==> config.mk <==
export PLATFORM = sky130hd
export DESIGN_NAME = tcn_fifo_sequencer
export DESIGN_NICKNAME = d
export VERILOG_FILES = /design/src/rtl/tcn_fifo_sequencer.sv
export SDC_FILE = /design/constraint.sdc
export NUM_CORES = 1
export LEC_CHECK = 0
export ABC_AREA = 1
export BUFFER_PORTS_ARGS = -buffer_cell sky130_fd_sc_hd__buf_2
export CAP_MARGIN = 0
export CORE_MARGIN = 1
export CORE_UTILIZATION = 30
export CTS_CLUSTER_DIAMETER = 100
export CTS_CLUSTER_SIZE = 20
export DETAILED_ROUTE_END_ITERATION = 6
export PLACE_DENSITY = 0.42
export SYNTH_ARGS = -nofsm -noshare
export SYNTH_HDL_FRONTEND = slang
export SYNTH_SLANG_ARGS = --single-unit
==> constraint.sdc <==
create_clock -name clk -period 18.93 [get_ports clk]
set_input_delay 3.786 -clock clk [delete_from_list [all_inputs] [get_ports clk]]
set_output_delay 3.786 -clock clk [all_outputs]
set_load 0.01 [all_outputs]
==> src/rtl/tcn_fifo_sequencer.sv <==
// Per-time-step sequencer for incremental TCN execution: writes one new vector into
// the circular activation FIFO, issues the dilated tap reads, then advances the pointer.
module tcn_fifo_sequencer #(
   parameter int ADDR_W = 16
) (
   input  logic              clk,
   input  logic              reset,
   input  logic              start,
   input  logic [ADDR_W-1:0] cfg_block_size,
   input  logic [ADDR_W-1:0] cfg_total_blocks,
   input  logic [3:0]        cfg_kernel_size,
   input  logic [ADDR_W-1:0] cfg_dilation,
   input  logic              in_valid,
   output logic              in_ready,
   input  logic              rd_stall,
   output logic              wr_enable,
   output logic [ADDR_W-1:0] wr_address,
   output logic              rd_enable,
   output logic [ADDR_W-1:0] rd_address,
   output logic [3:0]        tap_index,
   output logic              update_pointer,
   output logic              busy,
   output logic              done,
   output logic              cfg_err
);

   typedef enum logic [2:0] {IDLE, WRITE, READ, UPDATE, SETTLE} state_t;

   state_t            state;
   logic [ADDR_W-1:0] elem;
   logic [ADDR_W-1:0] b_q;
   logic [ADDR_W-1:0] n_q;
   logic [ADDR_W-1:0] d_q;
   logic [3:0]        k_q;
   logic [ADDR_W+3:0] span;
   logic              cfg_bad;

   // Word address of the first element of tap t: (N-1-t*D)*B, modulo 2^ADDR_W.
   // Truncating the t*D product to ADDR_W bits matches the full-width product mod 2^ADDR_W.
   function automatic logic [ADDR_W-1:0] tap_base(input logic [ADDR_W-1:0] n,
                                                  input logic [ADDR_W-1:0] b,
                                                  input logic [ADDR_W-1:0] d,
                                                  input logic [3:0]        t);
      logic [ADDR_W-1:0] td;
      logic [ADDR_W-1:0] blk;
      td  = d * ADDR_W'(t);
      blk = n - ADDR_W'(1) - td;
      return blk * b;
   endfunction

   // The span check is done at full width so the oldest tap can never precede slot 0.
   assign span    = {{ADDR_W{1'b0}}, cfg_kernel_size - 4'd1} * {4'b0000, cfg_dilation};
   assign cfg_bad = (cfg_block_size == '0) || (cfg_kernel_size == 4'd0) ||
                    (span >= {4'b0000, cfg_total_blocks});

   assign busy           = (state != IDLE);
   assign in_ready       = (state == WRITE);
   assign wr_enable      = (state == WRITE) && in_valid;
   assign rd_enable      = (state == READ) && !rd_stall;
   assign update_pointer = (state == UPDATE);
   assign done           = (state == SETTLE);

   always_ff @(posedge clk or negedge reset) begin
      if (!reset) begin
         state      <= IDLE;
         elem       <= '0;
         b_q        <= '0;
         n_q        <= '0;
         d_q        <= '0;
         k_q        <= '0;
         wr_address <= '0;
         rd_address <= '0;
         tap_index  <= '0;
         cfg_err    <= 1'b0;
      end else begin
         cfg_err <= 1'b0;
         case (state)
            IDLE: begin
               if (start) begin
                  b_q <= cfg_block_size;
                  n_q <= cfg_total_blocks;
                  d_q <= cfg_dilation;
                  k_q <= cfg_kernel_size;
                  if (cfg_bad) begin
                     cfg_err <= 1'b1;
                  end else begin
                     state      <= WRITE;
                     elem       <= '0;
                     tap_index  <= '0;
                     wr_address <= tap_base(cfg_total_blocks, cfg_block_size, cfg_dilation, 4'd0);
                  end
               end
            end
            WRITE: begin
               if (in_valid) begin
                  if (elem == b_q - ADDR_W'(1)) begin
                     state      <= READ;
                     elem       <= '0;
                     tap_index  <= '0;
                     rd_address <= tap_base(n_q, b_q, d_q, 4'd0);
                  end else begin
                     elem       <= elem + ADDR_W'(1);
                     wr_address <= wr_address + ADDR_W'(1);
                  end
               end
            end
            READ: begin
               if (!rd_stall) begin
                  if (elem == b_q - ADDR_W'(1)) begin
                     elem <= '0;
                     if (tap_index == k_q - 4'd1) begin
                        state <= UPDATE;
                     end else begin
                        tap_index  <= tap_index + 4'd1;
                        rd_address <= tap_base(n_q, b_q, d_q, tap_index + 4'd1);
                     end
                  end else begin
                     elem       <= elem + ADDR_W'(1);
                     rd_address <= rd_address + ADDR_W'(1);
                  end
               end
            end
            UPDATE: state <= SETTLE;
            // Gives the encoder its registered pointer update before the next step.
            SETTLE: state <= IDLE;
            default: state <= IDLE;
         endcase
      end
   end

endmodule

======== Word level (Yosys, flattened, before mapping) ========
Index checks and enable logic that the tools add are counted.
storage, ports and cells
  word-level logic and storage cells ...... 96
  output and inout bits ................... 43
  register bits ........................... 108
  input port bits ......................... 57
cells by class
  order comparisons ....................... 1
  reductions and logical operators ........ 18
  eq/ne operators ......................... 16
  multipliers ............................. 5
  mux-type cells .......................... 36
  add/subtract/negate cells ............... 10
operators with widths
  cell                                                   count
  2-to-1 mux 16 bit                                      14
  one-hot mux 16 bit (2 select lines)                    2
  adder 16 x 1 -> 16 bit, second input constant          3
  multiplier 16 x 16 -> 16 bit                           3
  one-hot mux 16 bit (3 select lines)                    1
  subtractor 16 x 1 -> 16 bit, second input constant     3
  2-to-1 mux 4 bit                                       7
  2-to-1 mux 3 bit                                       7
  >= comparator 20 x 16 -> 1 bit                         1
  multiplier 4 x 16 -> 20 bit                            1
  == test 16 bit                                         1
  zero test 16 bit                                       1
  multiplier 16 x 4 -> 16 bit                            1
  subtractor 16 bit                                      1
  AND reduction 5 bit                                    3
  inequality test 2 bit, second input constant           6
  one-hot mux 3 bit (4 select lines)                     1
  one-hot mux 4 bit (3 select lines)                     1
  AND reduction 8 bit                                    1
  subtractor 4 x 1 -> 4 bit, second input constant       2
  AND reduction 7 bit                                    1
  == test 3 x 2 -> 1 bit, second input constant          2
  inequality test 2 x 1 -> 1 bit, second input constant  3
  nonzero test 3 bit                                     2
  other kinds (13)                                       18

======== Logic depth before layout (Yosys ltp) ========
  word-level depth ........................ 8
  mapped depth ............................ 47
  gate-level depth less buffers ........... 46

======== Least setup slack after synthesis ========
OpenSTA, ideal clock, no wires.
  path type ............................... in2reg
  start ................................... input cfg_kernel_size[0]
  end ..................................... register elem[11]
  stages on the path ...................... 36
  arrival ................................. 9.111 ns
  path slack .............................. 9.685 ns
  path buffers ............................ 3
  library setup time ...................... 0.134 ns
  cell sequence ........................... clkbuf_1 > inv_1 > ha_1 > or2_2 > nand2_1 > inv_1 > clkbuf_1 > nand2_1 > fa_1 > inv_1 > fa_1 > ha_1 > a21oi_1 > o21ai_0 > a21o_1 > a21oi_1 > inv_1 > a21oi_1 > o21ai_0 > a21oi_1 > xor2_1 > inv_1 > ha_1 > nand2_1 > inv_1 > o21ai_0 > nand3_1 > a41oi_1 > nand3_1 > nor3b_2 > nand4_1 > nand2_1 > nand2_1 > clkbuf_1 > nand2_1 > o21ai_0
between the ends
  longest elaborated chain between the ends .. 6
  elaborated cells between the ends (all ways) .. 8
  those cells by class .................... add/sub: 1; mul: 1; order compare: 1; eq/ne: 1; reduce/logical: 4
RTL lines
  element                                     RTL line  text
  start: declaration                          11        input logic [3:0] cfg_kernel_size,
  subtractor 4 x 1 -> 4 bit                   52        assign span = {{ADDR_W{1'b0}}, cfg_kernel_size - 4'd1} * {4'b0000, cfg_dilation};
  multiplier 4 x 16 -> 20 bit                 52
  >= comparator 20 x 16 -> 1 bit              54        (span >= {4'b0000, cfg_total_blocks});
  logical OR 1 bit (*)                        53        assign cfg_bad = (cfg_block_size == '0) || (cfg_kernel_size == 4'd0) ||
  inequality test 2 bit (no source line) (*)  n/a
  AND reduction 5 bit (no source line) (*)    n/a
  end signal: assignment                      102       elem <= elem + ADDR_W'(1);
  end signal: assignment                      118       elem <= elem + ADDR_W'(1);
  end: declaration                            30        logic [ADDR_W-1:0] elem;
Every way passes the cells marked *; elsewhere a longest branch is shown, timed or not.
A chain may end at the register's enable or synchronous reset.

======== Worst setup path in the final report ========
  start ................................... input cfg_kernel_size[0]
  end ..................................... register elem[9]
The elaborated chain is that of the path after synthesis.

==> run_results.csv <==
group,metric,value,unit
logic_synthesis,synth_top_family_by_area,"adder cells",
clocking,htree_levels,3,
status,violations,"DRC",
placement,post-place-cells,4410,
detailed_routing,num_vias,20538,
logic_synthesis,yosysWarnings,0,
grt,antenna_found_initial,3,
status,outcome,"complete, but fails checks",
detailed_routing,routed_wl,76000,um
logic_synthesis,yosys.area_share.simple,0.253,
worst_setup_path,crit_top_cell,"nand2_1",
worst_setup_path,cp.arrival,10.63,ns
logic_synthesis,netlist_area,23500,um2
logic_synthesis,synthAdderAreaFrac,0.374,
logic_synthesis,netlist_instances,3337,
logic_synthesis,synth_compound_area_frac,0.0717,
final_layout,final_util,0.328,
timing,worstMarginPinSlew,0.966,ns
logic_synthesis,synth_xor_area_frac,0.0498,
timing,relSlewSlack,0.356,
final_layout,drive_above_1_share,0.0576,
worst_setup_path,crit_slowest_cell,"fa_1",
final_layout,stdcell_area,25400,um2
logic_synthesis,seq_area_frac_synth,0.115,
timing,drv_slew,0,
timing,hold_viol,0,
clocking,clk_latency,0.41,ns
logic_synthesis,synth_fp_nets,3914,
worst_setup_path,end_kind,"flip-flop",
detailed_routing,drt_iter0_drc,1152,
placement,gp_congestion,0.885,
final_layout,fin_cells,4430,
logic_synthesis,yosysUniqueCellTypes,58,
detailed_routing,routedWlPerCell,17.2,um
logic_synthesis,synth_edf_count,0,
clocking,path_clk_slew,0.08,ns
grt,grt_max_degree,104,
detailed_routing,first_pass_iters,7,
floorplanning,die-width,282,um
clocking,cts_buffer_depth,2,
logic_synthesis,synthMuxAreaShare,0.00176,
placement,place_area,25100,um2
run,cap_violations,0,
worst_setup_path,slowest_delay,0.56,ns
timing,worst_clock_skew,0.0194,ns
timing,fin_tns_setup,0,ns
floorplanning,die_h,282,um
timing,rsz0062_at_grt,"false",
placement,dpl.hpwl,63700,um
worst_hold_path,hold_path.class,"reg2reg",
clocking,cts_setup_buffers,0,
detailed_routing,ant_nets,0,
clocking,cts_tree,"done",
floorplanning,num_rows,102,
grt,grt_pass1_vias,21559,
timing,layout_worst_path_cycle_share,0.546,
placement,port_buffers,99,
timing,fin_crit,10.34,ns
timing,setup_violations,0,
worst_setup_path,crit_type,"in2reg",
detailed_routing,via_per_inst,4.64,
clocking,cts_hold_buf,0,
worst_setup_path,critPathRequiredTime,19.22,ns
final_layout,nNetsFinal,3958,
timing,max_freq,0.0967,GHz
clocking,cts_resized,0,
clocking,cts.sinks,108,
grt,grt_overflow_total,0,
logic_synthesis,synth_flop_cell,"dfrtp_1",
floorplanning,start_util,0.303,
logic_synthesis,syn_area_per_cell,7.04,um2
floorplanning,die-area,79500,um2
final_layout,area_growth,8.02,%
logic_synthesis,async_flop_share,1.00,
grt,grt_usage,0.201,
worst_setup_path,startpoint_type,"primary input",
clocking,numCtsBuffers,9,
clocking,ctsRootBufferMaster,"clkbuf_16",
worst_setup_path,crit_path_max_fanout,32,
floorplanning,core,77500,um2
floorplanning,io-pin-count,100,
logic_synthesis,ys_ff_latch,108,
grt,grt_pass1_wl,122000,um
detailed_routing,drcViolationCount,6,
[cells by family after synthesis]
kind of cell	after synthesis
adders and majority gates	520
muxes	4
xor gates and xnor gates	132
AOI/OAI and AO/OA	299
DFF	108
buffers and inverters	831
and+or+nand+nor	1443
[registers in the layout, summed over array words and instances, names as in the netlist]
| signal | cells |
|---|---|
| n_q | 16 |
| cfg_err | 1 |
| k_q | 4 |
| b_q | 16 |
| tap_index | 4 |
| elem | 16 |
| state | 3 |
| rd_address | 16 |
| wr_address | 16 |
| d_q | 16 |
[per-layer routing]
layer | vias to the layer above | track usage | share of wire
li1 | 10170 | - | -
met1 | 10037 | 0.266 | 0.46
met2 | 284 | 0.356 | 0.50
met3 | 47 | 0.0124 | 0.027
met4 | 0 | 0.0485 | 0.018
met5 | - | 0 | 0
[worst max-delay path, delay by kind of cell]
kind                     cells  cell delay [ns]
buffers and inverters        4             0.77
adder cells (fa/ha/maj)      5             1.77
AO/OA/AOI/OAI                7             1.53
XOR/XNOR                     1             0.07
AND/OR/NAND/NOR             15             2.69
[Yosys cell counts, types with 4 or more instances]
master,instances,area (um2)
nand2_1,817,3070
inv_1,732,2750
nor2_1,380,1430
fa_1,306,6130
ha_1,214,2680
o21ai_0,134,671
nand3_1,130,651
dfrtp_1,108,2700
a21oi_1,92,460
xor2_1,90,788
clkbuf_1,57,214
xnor2_1,40,350
nand4_1,33,206
nor3_1,20,100
or2_2,17,106
o21ai_1,14,70.1
inv_2,10,37.5
buf_1,9,33.8
buf_2,9,45.0
clkinv_1,9,33.8
o221ai_1,9,78.8
nand3b_1,8,60.1
nor4_1,7,43.8
a31oi_1,6,37.5
o211ai_1,6,45.0
o21ai_2,6,52.6
o21bai_1,6,45.0
nand2_2,5,31.3
o31ai_1,5,37.5
nand3_2,4,40.0
nor2_4,4,45.0
[area by class of cell]
cell class | instances | area, um2
Clock buffer | 9 | 225
Clock inverter | 7 | 73.8
Inverter | 751 | 2820
Multi-Input combinational cell | 2398 | 17700
Tap cell | 1040 | 1300
Antenna cell | 4 | 10.0
Sequential cell | 108 | 2700
Timing Repair Buffer | 113 | 603
Fill cell | 8733 | 52100
[cell usage in the layout (no fill, tap or decap), drive strengths merged, types with 5 or more instances in the layout]
master,instances
nand2,824
inv,748
nor2,386
fa,306
ha,214
o21ai,154
nand3,135
buf,113
dfrtp,108
a21oi,93
xor2,92
xnor2,40
nand4,35
nor3,23
or2,17
clkinv,10
o221ai,9
clkbuf,9
nand3b,8
nor4,7
a31oi,6
o21bai,6
o211ai,6
o31ai,5
a41oi,5
[worst paths after layout]
path                               startpoint              to  slack (ns)  cells after the start
max in group asynchronous               reset   rd_address[1]       14.17                      2
min in group asynchronous               reset         d_q[11]        3.40                      1
setup reg to reg                 tap_index[0]  rd_address[15]        8.91                     40
hold / removal                         n_q[1]          n_q[1]        0.49                      2
setup / recovery           cfg_kernel_size[0]         elem[9]        8.59                     32
hold reg to reg                        n_q[1]          n_q[1]        0.49                      2
[metrics by stage]
stage | hold WS, ns | setup slack [ns]
2_1_floorplan | 0.453 | 9.69
3_3_place_gp | 0.477 | 8.11
3_5_place_dp | 0.475 | 8.02
4_1_cts | 0.495 | 8.44
5_1_grt | 0.509 | 7.68
6_report | 0.490 | 8.59
Power is left out: the tool's default activity adds up to more than one toggle a clock period on the data nets, which glitch-free logic cannot reach.
